==> src/rtl/multi_account_bank_pkg.sv <==
// rtl/multi_account_bank_pkg.sv - opcodes, status codes, FSM states and log layout for the bank
package multi_account_bank_pkg;

    // Request opcodes; any value above OP_DEPOSIT is illegal
    localparam logic [2:0] OP_BALANCE  = 3'b000;
    localparam logic [2:0] OP_WITHDRAW = 3'b001;
    localparam logic [2:0] OP_TRANSFER = 3'b010;
    localparam logic [2:0] OP_DEPOSIT  = 3'b011;

    // Response status codes
    localparam logic [2:0] ST_OK           = 3'd0;
    localparam logic [2:0] ST_INSUFFICIENT = 3'd1;
    localparam logic [2:0] ST_BAD_ID       = 3'd2;
    localparam logic [2:0] ST_BAD_OP       = 3'd3;
    localparam logic [2:0] ST_OVERFLOW     = 3'd4;

    typedef enum logic [1:0] {
        S_IDLE,
        S_CHECK,
        S_CREDIT,
        S_RESP
    } state_e;

    // Log word field positions (LSB of each field)
    localparam int LOG_OP_LSB     = 29;
    localparam int LOG_STATUS_LSB = 26;
    localparam int LOG_SRC_LSB    = 18;
    localparam int LOG_DST_LSB    = 10;
    localparam int LOG_CNT_LSB    = 0;

    function automatic logic [31:0] make_log(
        input logic [2:0] op,
        input logic [2:0] status,
        input logic [7:0] src,
        input logic [7:0] dst,
        input logic [9:0] cnt
    );
        logic [31:0] w;
        w = '0;
        w[LOG_OP_LSB     +: 3]  = op;
        w[LOG_STATUS_LSB +: 3]  = status;
        w[LOG_SRC_LSB    +: 8]  = src;
        w[LOG_DST_LSB    +: 8]  = dst;
        w[LOG_CNT_LSB    +: 10] = cnt;
        return w;
    endfunction

endpackage

==> src/rtl/multi_account_bank_balance_store.sv <==
// rtl/multi_account_bank_balance_store.sv - per-account balance flops, two read ports, one write port
module bank_balance_store
    import multi_account_bank_pkg::*;
#(
    parameter int NUM_ACCOUNTS = 16,
    parameter int ID_W         = 8,
    parameter int AMT_W        = 32,
    parameter logic [AMT_W-1:0] INIT_BALANCE = AMT_W'(100000)
) (
    input  logic             clk,
    input  logic             reset_n,
    input  logic [ID_W-1:0]  src_id,
    input  logic [ID_W-1:0]  dst_id,
    output logic [AMT_W-1:0] src_bal,
    output logic [AMT_W-1:0] dst_bal,
    input  logic             wr_en,
    input  logic [ID_W-1:0]  wr_id,
    input  logic [AMT_W-1:0] wr_data
);

    localparam int IDX_W = (NUM_ACCOUNTS > 1) ? $clog2(NUM_ACCOUNTS) : 1;
    localparam logic [ID_W:0] NUM_ACC = (ID_W+1)'(NUM_ACCOUNTS);

    logic [AMT_W-1:0] bal [NUM_ACCOUNTS];

    logic src_ok;
    logic dst_ok;
    logic wr_ok;

    assign src_ok = {1'b0, src_id} < NUM_ACC;
    assign dst_ok = {1'b0, dst_id} < NUM_ACC;
    assign wr_ok  = {1'b0, wr_id}  < NUM_ACC;

    // Out-of-range IDs read as zero so the array is never indexed past its end
    assign src_bal = src_ok ? bal[src_id[IDX_W-1:0]] : '0;
    assign dst_bal = dst_ok ? bal[dst_id[IDX_W-1:0]] : '0;

    // Balance array: reset reloads every account, otherwise one write per cycle
    always_ff @(posedge clk or negedge reset_n) begin
        if (!reset_n) begin
            for (int i = 0; i < NUM_ACCOUNTS; i++) begin
                bal[i] <= INIT_BALANCE;
            end
        end else if (wr_en && wr_ok) begin
            bal[wr_id[IDX_W-1:0]] <= wr_data;
        end
    end

endmodule

==> src/rtl/multi_account_bank.sv <==
// rtl/multi_account_bank.sv - multi-account bank: validate, debit/credit, respond and log
module multi_account_bank
    import multi_account_bank_pkg::*;
#(
    parameter int NUM_ACCOUNTS = 16,
    parameter int ID_W         = 8,
    parameter int AMT_W        = 32,
    parameter logic [AMT_W-1:0] INIT_BALANCE = AMT_W'(100000)
) (
    input  logic             clk,
    input  logic             reset_n,
    input  logic             req_valid,
    output logic             req_ready,
    input  logic [2:0]       req_op,
    input  logic [ID_W-1:0]  req_src_id,
    input  logic [ID_W-1:0]  req_dst_id,
    input  logic [AMT_W-1:0] req_amount,
    output logic             rsp_valid,
    input  logic             rsp_ready,
    output logic [2:0]       rsp_status,
    output logic [ID_W-1:0]  rsp_account_id,
    output logic [AMT_W-1:0] rsp_balance,
    output logic [31:0]      txn_log,
    output logic [31:0]      txn_count
);

    localparam logic [ID_W:0] NUM_ACC = (ID_W+1)'(NUM_ACCOUNTS);

    state_e           state;
    logic [2:0]       op_q;
    logic [ID_W-1:0]  src_q;
    logic [ID_W-1:0]  dst_q;
    logic [AMT_W-1:0] amt_q;

    logic [AMT_W-1:0] src_bal;
    logic [AMT_W-1:0] dst_bal;
    logic             wr_en;
    logic [ID_W-1:0]  wr_id;
    logic [AMT_W-1:0] wr_data;

    logic             src_ok;
    logic             dst_ok;
    logic             xfer_move;
    logic [AMT_W:0]   src_sum;
    logic [AMT_W:0]   dst_sum;
    logic [2:0]       chk_status;
    logic [AMT_W-1:0] src_new;
    logic [31:0]      cnt_next;

    bank_balance_store #(
        .NUM_ACCOUNTS (NUM_ACCOUNTS),
        .ID_W         (ID_W),
        .AMT_W        (AMT_W),
        .INIT_BALANCE (INIT_BALANCE)
    ) u_store (
        .clk     (clk),
        .reset_n (reset_n),
        .src_id  (src_q),
        .dst_id  (dst_q),
        .src_bal (src_bal),
        .dst_bal (dst_bal),
        .wr_en   (wr_en),
        .wr_id   (wr_id),
        .wr_data (wr_data)
    );

    assign req_ready = (state == S_IDLE);

    assign src_ok    = {1'b0, src_q} < NUM_ACC;
    assign dst_ok    = {1'b0, dst_q} < NUM_ACC;
    assign xfer_move = (op_q == OP_TRANSFER) && (src_q != dst_q);
    assign src_sum   = {1'b0, src_bal} + {1'b0, amt_q};
    assign dst_sum   = {1'b0, dst_bal} + {1'b0, amt_q};
    assign cnt_next  = txn_count + 32'd1;

    // Validation in priority order; every check sees balances before any write
    always_comb begin
        chk_status = ST_OK;
        if (op_q > OP_DEPOSIT) begin
            chk_status = ST_BAD_OP;
        end else if (!src_ok || (op_q == OP_TRANSFER && !dst_ok)) begin
            chk_status = ST_BAD_ID;
        end else if ((op_q == OP_WITHDRAW || op_q == OP_TRANSFER) && (amt_q > src_bal)) begin
            chk_status = ST_INSUFFICIENT;
        end else if ((op_q == OP_DEPOSIT && src_sum[AMT_W]) || (xfer_move && dst_sum[AMT_W])) begin
            chk_status = ST_OVERFLOW;
        end
    end

    // Source balance after a successful operation; self-transfer leaves it alone
    always_comb begin
        src_new = src_bal;
        if (op_q == OP_WITHDRAW || xfer_move) begin
            src_new = src_bal - amt_q;
        end else if (op_q == OP_DEPOSIT) begin
            src_new = src_sum[AMT_W-1:0];
        end
    end

    // Store write port: source update in CHECK, destination credit in CREDIT
    always_comb begin
        wr_en   = 1'b0;
        wr_id   = src_q;
        wr_data = src_new;
        if (state == S_CHECK && chk_status == ST_OK &&
            (op_q == OP_WITHDRAW || op_q == OP_DEPOSIT || xfer_move)) begin
            wr_en = 1'b1;
        end else if (state == S_CREDIT) begin
            wr_en   = 1'b1;
            wr_id   = dst_q;
            wr_data = dst_sum[AMT_W-1:0];
        end
    end

    // Control FSM with registered response, log and counter
    always_ff @(posedge clk or negedge reset_n) begin
        if (!reset_n) begin
            state          <= S_IDLE;
            op_q           <= '0;
            src_q          <= '0;
            dst_q          <= '0;
            amt_q          <= '0;
            rsp_valid      <= 1'b0;
            rsp_status     <= '0;
            rsp_account_id <= '0;
            rsp_balance    <= '0;
            txn_log        <= '0;
            txn_count      <= '0;
        end else begin
            case (state)
                S_IDLE: begin
                    if (req_valid) begin
                        op_q  <= req_op;
                        src_q <= req_src_id;
                        dst_q <= req_dst_id;
                        amt_q <= req_amount;
                        state <= S_CHECK;
                    end
                end
                S_CHECK: begin
                    if (chk_status == ST_OK && xfer_move) begin
                        state <= S_CREDIT;
                    end else begin
                        rsp_valid      <= 1'b1;
                        rsp_status     <= chk_status;
                        rsp_account_id <= src_q;
                        rsp_balance    <= (chk_status == ST_OK) ? src_new : src_bal;
                        txn_count      <= cnt_next;
                        txn_log        <= make_log(op_q, chk_status, 8'(src_q), 8'(dst_q),
                                                   cnt_next[9:0]);
                        state          <= S_RESP;
                    end
                end
                S_CREDIT: begin
                    // Source was debited last cycle, so the read port already shows the new value
                    rsp_valid      <= 1'b1;
                    rsp_status     <= ST_OK;
                    rsp_account_id <= src_q;
                    rsp_balance    <= src_bal;
                    txn_count      <= cnt_next;
                    txn_log        <= make_log(op_q, ST_OK, 8'(src_q), 8'(dst_q), cnt_next[9:0]);
                    state          <= S_RESP;
                end
                S_RESP: begin
                    if (rsp_ready) begin
                        rsp_valid <= 1'b0;
                        state     <= S_IDLE;
                    end
                end
                default: state <= S_IDLE;
            endcase
        end
    end

endmodule

==> config.mk <==
export PLATFORM = sky130hd
export DESIGN_NAME = multi_account_bank
export DESIGN_NICKNAME = d
export VERILOG_FILES = /design/src/rtl/multi_account_bank_pkg.sv /design/src/rtl/multi_account_bank_balance_store.sv /design/src/rtl/multi_account_bank.sv
export SDC_FILE = /design/constraint.sdc
export NUM_CORES = 1
export LEC_CHECK = 0
export BUFFER_PORTS_ARGS = -buffer_cell sky130_fd_sc_hd__buf_4
export CELL_PAD_IN_SITES_DETAIL_PLACEMENT = 1
export CELL_PAD_IN_SITES_GLOBAL_PLACEMENT = 2
export CORE_MARGIN = 2
export CORE_UTILIZATION = 48
export CTS_CLUSTER_SIZE = 40
export DETAILED_ROUTE_END_ITERATION = 12
export GPL_TIMING_DRIVEN = 0
export PLACE_DENSITY_LB_ADDON = 0.1
export REMOVE_ABC_BUFFERS = 1
export SKIP_CTS_REPAIR_TIMING = 1
export SLEW_MARGIN = 20
export SYNTH_ARGS = -nofsm -noshare
export SYNTH_HDL_FRONTEND = slang
export SYNTH_SLANG_ARGS = --single-unit
export TNS_END_PERCENT = 5
==> constraint.sdc <==
create_clock -name clk -period 10.2 [get_ports clk]
set_input_delay 0 -clock clk [delete_from_list [all_inputs] [get_ports clk]]
set_output_delay 0 -clock clk [all_outputs]
set_load 0.02 [all_outputs]
==> impl_metrics.ini <==
[cts]
worst_setup_hold_path_clk_slew_ps = 60
cts_inserted_buffers = 79
clock_insertion_delay_worst_skew_ps = 650
max-clock-path-buffers = 3
cts.root.buffer_cell = sky130_fd_sc_hd__clkbuf_16
tritoncts_sinks = 652
cts_tree = built
htree_levels = 3

[critical_path]
worst-r2r-setup-slack_ps = 2040
cp_slowest_cell = sky130_fd_sc_hd__a2111oi_1
timing.critical_path.required_ps = 10720
cp-end-kind = flip-flop
capture_instance_of_the_worst_register_to_register_path = u_store.bal[206]
critical_path_start_type = flip-flop
max_stage_delay_ps = 940
critPathKind = flip-flop to flip-flop
worstReg2RegStart = dst_q[0]
timing.critical_path.cells = buf_16 -> buf_16 -> mux4_2 -> mux4_2 -> and2_1 -> ha_1 -> o211ai_1 -> o21ai_1 -> o211ai_1 -> a2111oi_1 -> nor2_1 -> o21a_1 -> a31oi_4 -> mux2i_1 -> and2_4 -> buf_12 -> mux2_4
critical_path.max_fanout = 30
cp.arrival_ps = 8680
rr_worst_depth = 17

[placement]
dp_hpwl_mm = 94.0
placer_s_final_routability_congestion_estimate = 0.835
io_buffers = 163

[min_path]
worstHoldPathCells = 3
timing.hold.worst.start = req_amount[23]
min_delay_path_class = input pin to flip-flop
whs_endpoint = amt_q[23]

[yosys]
yosys_register_bits = 652
area_fraction_of_the_dominant_cell_type_after_synthesis = 0.344
synth_cell_types = 101
synth_common_cells = sky130_fd_sc_hd__dfrtp_1 (556), sky130_fd_sc_hd__mux2_2 (453), sky130_fd_sc_hd__mux4_2 (319), sky130_fd_sc_hd__nand2_1 (202), sky130_fd_sc_hd__nor2_1 (122)
async_sr_flop_fraction = 1.00
synthesis.yosys.warnings = 0
synth-seq-area-share = 0.406
synth.avg_cell_area_um2 = 12.6
synth.largest_area_cell = sky130_fd_sc_hd__dfrtp_1
gate_count_of_the_mapped_netlist = 3212
synth.most_common_cell = sky130_fd_sc_hd__dfrtp_1
synth.top_cells.by_area = sky130_fd_sc_hd__dfrtp_1 (34%), sky130_fd_sc_hd__mux4_2 (18%), sky130_fd_sc_hd__mux2_2 (13%), sky130_fd_sc_hd__dfstp_2 (6.2%), sky130_fd_sc_hd__ha_1 (3.1%)
synth_top_flop_cell = sky130_fd_sc_hd__dfrtp_1
mappedNetlistArea_mm2 = 0.0405
synth_enable_flop_cells = 0

[timing]
final_max_slew_viol_count = 0
slew_at_the_pin_with_the_worst_max_slew_slack_ps = 1140
final_min_period_over_clock_period = 0.800
skew_ps = 29.5
finalHoldWorstSlack_ps = 127
slew-limit-headroom = 0.238
rsz_0062_raised_after_global_routing = no
hold_violations = 0
final.min_clock_period_ps = 8160
max_freq_mhz = 122
timing.setup.tns_ps = 0
timing.final.setup_violations = 0

[drt]
routed_wirelength_mm = 137
detailedRoute.firstPassIterationCount = 7
drcViolationCount = 0
met1_length_mm = 58.2
viasPerCell = 6.60
detailroute.via_count = 29420
amount_of_wire_on_met3_after_detailed_routing_mm = 7.39
wl_met2_mm = 67.1
route.detailed.wl_per_inst_um = 30.7
detail_route.iter0.violations = 2028
highest-signal-layer = met4
antenna_left = 0

[floorplan]
die_height_um = 294
core.rowCount = 106
io_pins = 164
core_mm2 = 0.0836
die_footprint_mm2 = 0.0866
chipWidth_um = 294
initial_core_util = 0.484

[layout]
antennaDiodeCount = 0
nets = 3470
area_delta_synth_final_pct = 15.9
layout.core_utilization = 0.561
fill_cells = 8191
drive_gt1_frac = 0.409

[global_routing]
grt_pass1_wl_mm = 206
grt_max_degree = 106
track_usage = 0.318
antenna_found_initial = 0
grt_overflow = 0
via_count_of_the_first_global_routing_pass = 31439

[power]
vdd.ir_drop.worst_uv = 201
totalPowerFinal_mw = 14.2
static-leakage-power_nw = 21.3
power-per-cell-area_mw_per_mm2 = 304

[run]
cap_violations = 0

[status]
status = finished, final reports clean
worst max-delay path: cells and delay by family, from the launching register on:
family / cells / cell delay [ps]
mux: 4 / 1960
flops: 1 / 750
fa+ha+maj: 1 / 360
compound gates: 6 / 2840
buf+inv: 3 / 850
simple gates: 3 / 1100
report_power, final:
| part | total (mW) | switching (mW) | internal [mW] |
|---|---|---|---|
| Clock | 3.04 | 1.21 | 1.83 |
| Combinational | 6.75 | 3.73 | 3.02 |
| Sequential | 4.45 | 0.941 | 3.51 |
| Total | 14.2 | 5.88 | 8.36 |
metrics by stage:
stage,cells,area [um^2],setup slack (ps)
2_1_floorplan,2942,39200,-920
3_3_place_gp,4185,41700,-8040
3_5_place_dp,4254,43400,1940
4_1_cts,4401,46200,1880
5_1_grt,4457,46900,1680
6_report,4457,46900,2040
metal layers:
| layer | global-route usage | vias up |
|---|---|---|
| met3 | 0.0395 | 251 |
| met1 | 0.434 | 15804 |
| li1 | - | 12380 |
| met4 | 0.108 | 0 |
| met2 | 0.527 | 985 |
| met5 | 0 | - |
sequential cells by signal, summed over array words and instances, names as in the netlist:
name / count
rsp_valid: 1
u_store.bal: 512
rsp_status: 2
amt_q: 32
txn_count: 22
rsp_account_id: 7
rsp_balance: 32
state: 2
dst_q: 8
txn_log: 23
src_q: 8
op_q: 3
worst max path at each step:
stage	from	end	slack (ps)	cells after the start
after floorplan	dst_q[0]	u_store.bal[146]	-920	14
after global placement	dst_q[0]	u_store.bal[176]	-8040	14
after detailed placement	dst_q[0]	u_store.bal[221]	1940	18
after CTS	dst_q[0]	u_store.bal[221]	1880	18
after global routing	dst_q[0]	u_store.bal[171]	1680	18
final	dst_q[0]	u_store.bal[206]	2040	17
layout make-up:
class | instances | area [um^2] | area share
inverters | 86 | 325 | 0.00694
clock inverters | 32 | 454 | 0.00969
multi-input cells | 2204 | 22700 | 0.484
clock buffers | 115 | 2340 | 0.0500
repair buffers | 288 | 3270 | 0.0698
flip-flops and latches | 652 | 16500 | 0.351
well taps | 1080 | 1350 | 0.0288
kinds of logic after synthesis:
| logic type | synth area share |
|---|---|
| mux | 0.340 |
| simple gates | 0.0748 |
| fa+ha+maj | 0.0327 |
| flops | 0.406 |
| compound gates | 0.0900 |
| xor+xnor | 0.0167 |
| buf+inv | 0.0402 |
cell usage in the layout (no fill, tap or decap), drive strengths merged, types with 15 or more instances in the layout:
cell type	Yosys	final
o211ai	30	30
mux4	319	319
clkbuf	113	115
nand2b	28	28
xor2	50	50
nor2	124	124
nand4	24	24
a211oi	22	22
nor2b	19	19
nor3	38	38
a31oi	20	20
dfstp	96	96
mux2	556	556
clkinv	0	19
xnor2	27	27
o21ai	97	97
o221ai	15	15
o22ai	18	18
a21o	41	41
ha	101	101
nand2	202	202
o221a	16	16
a21oi	117	117
o21a	20	20
dfrtp	556	556
a221oi	19	19
buf	157	233
nor4	23	23
dlygate4sd3	0	55
and2	69	69
inv	86	88
nand3	40	40
Note: power is estimated with default switching activity, not from simulation.
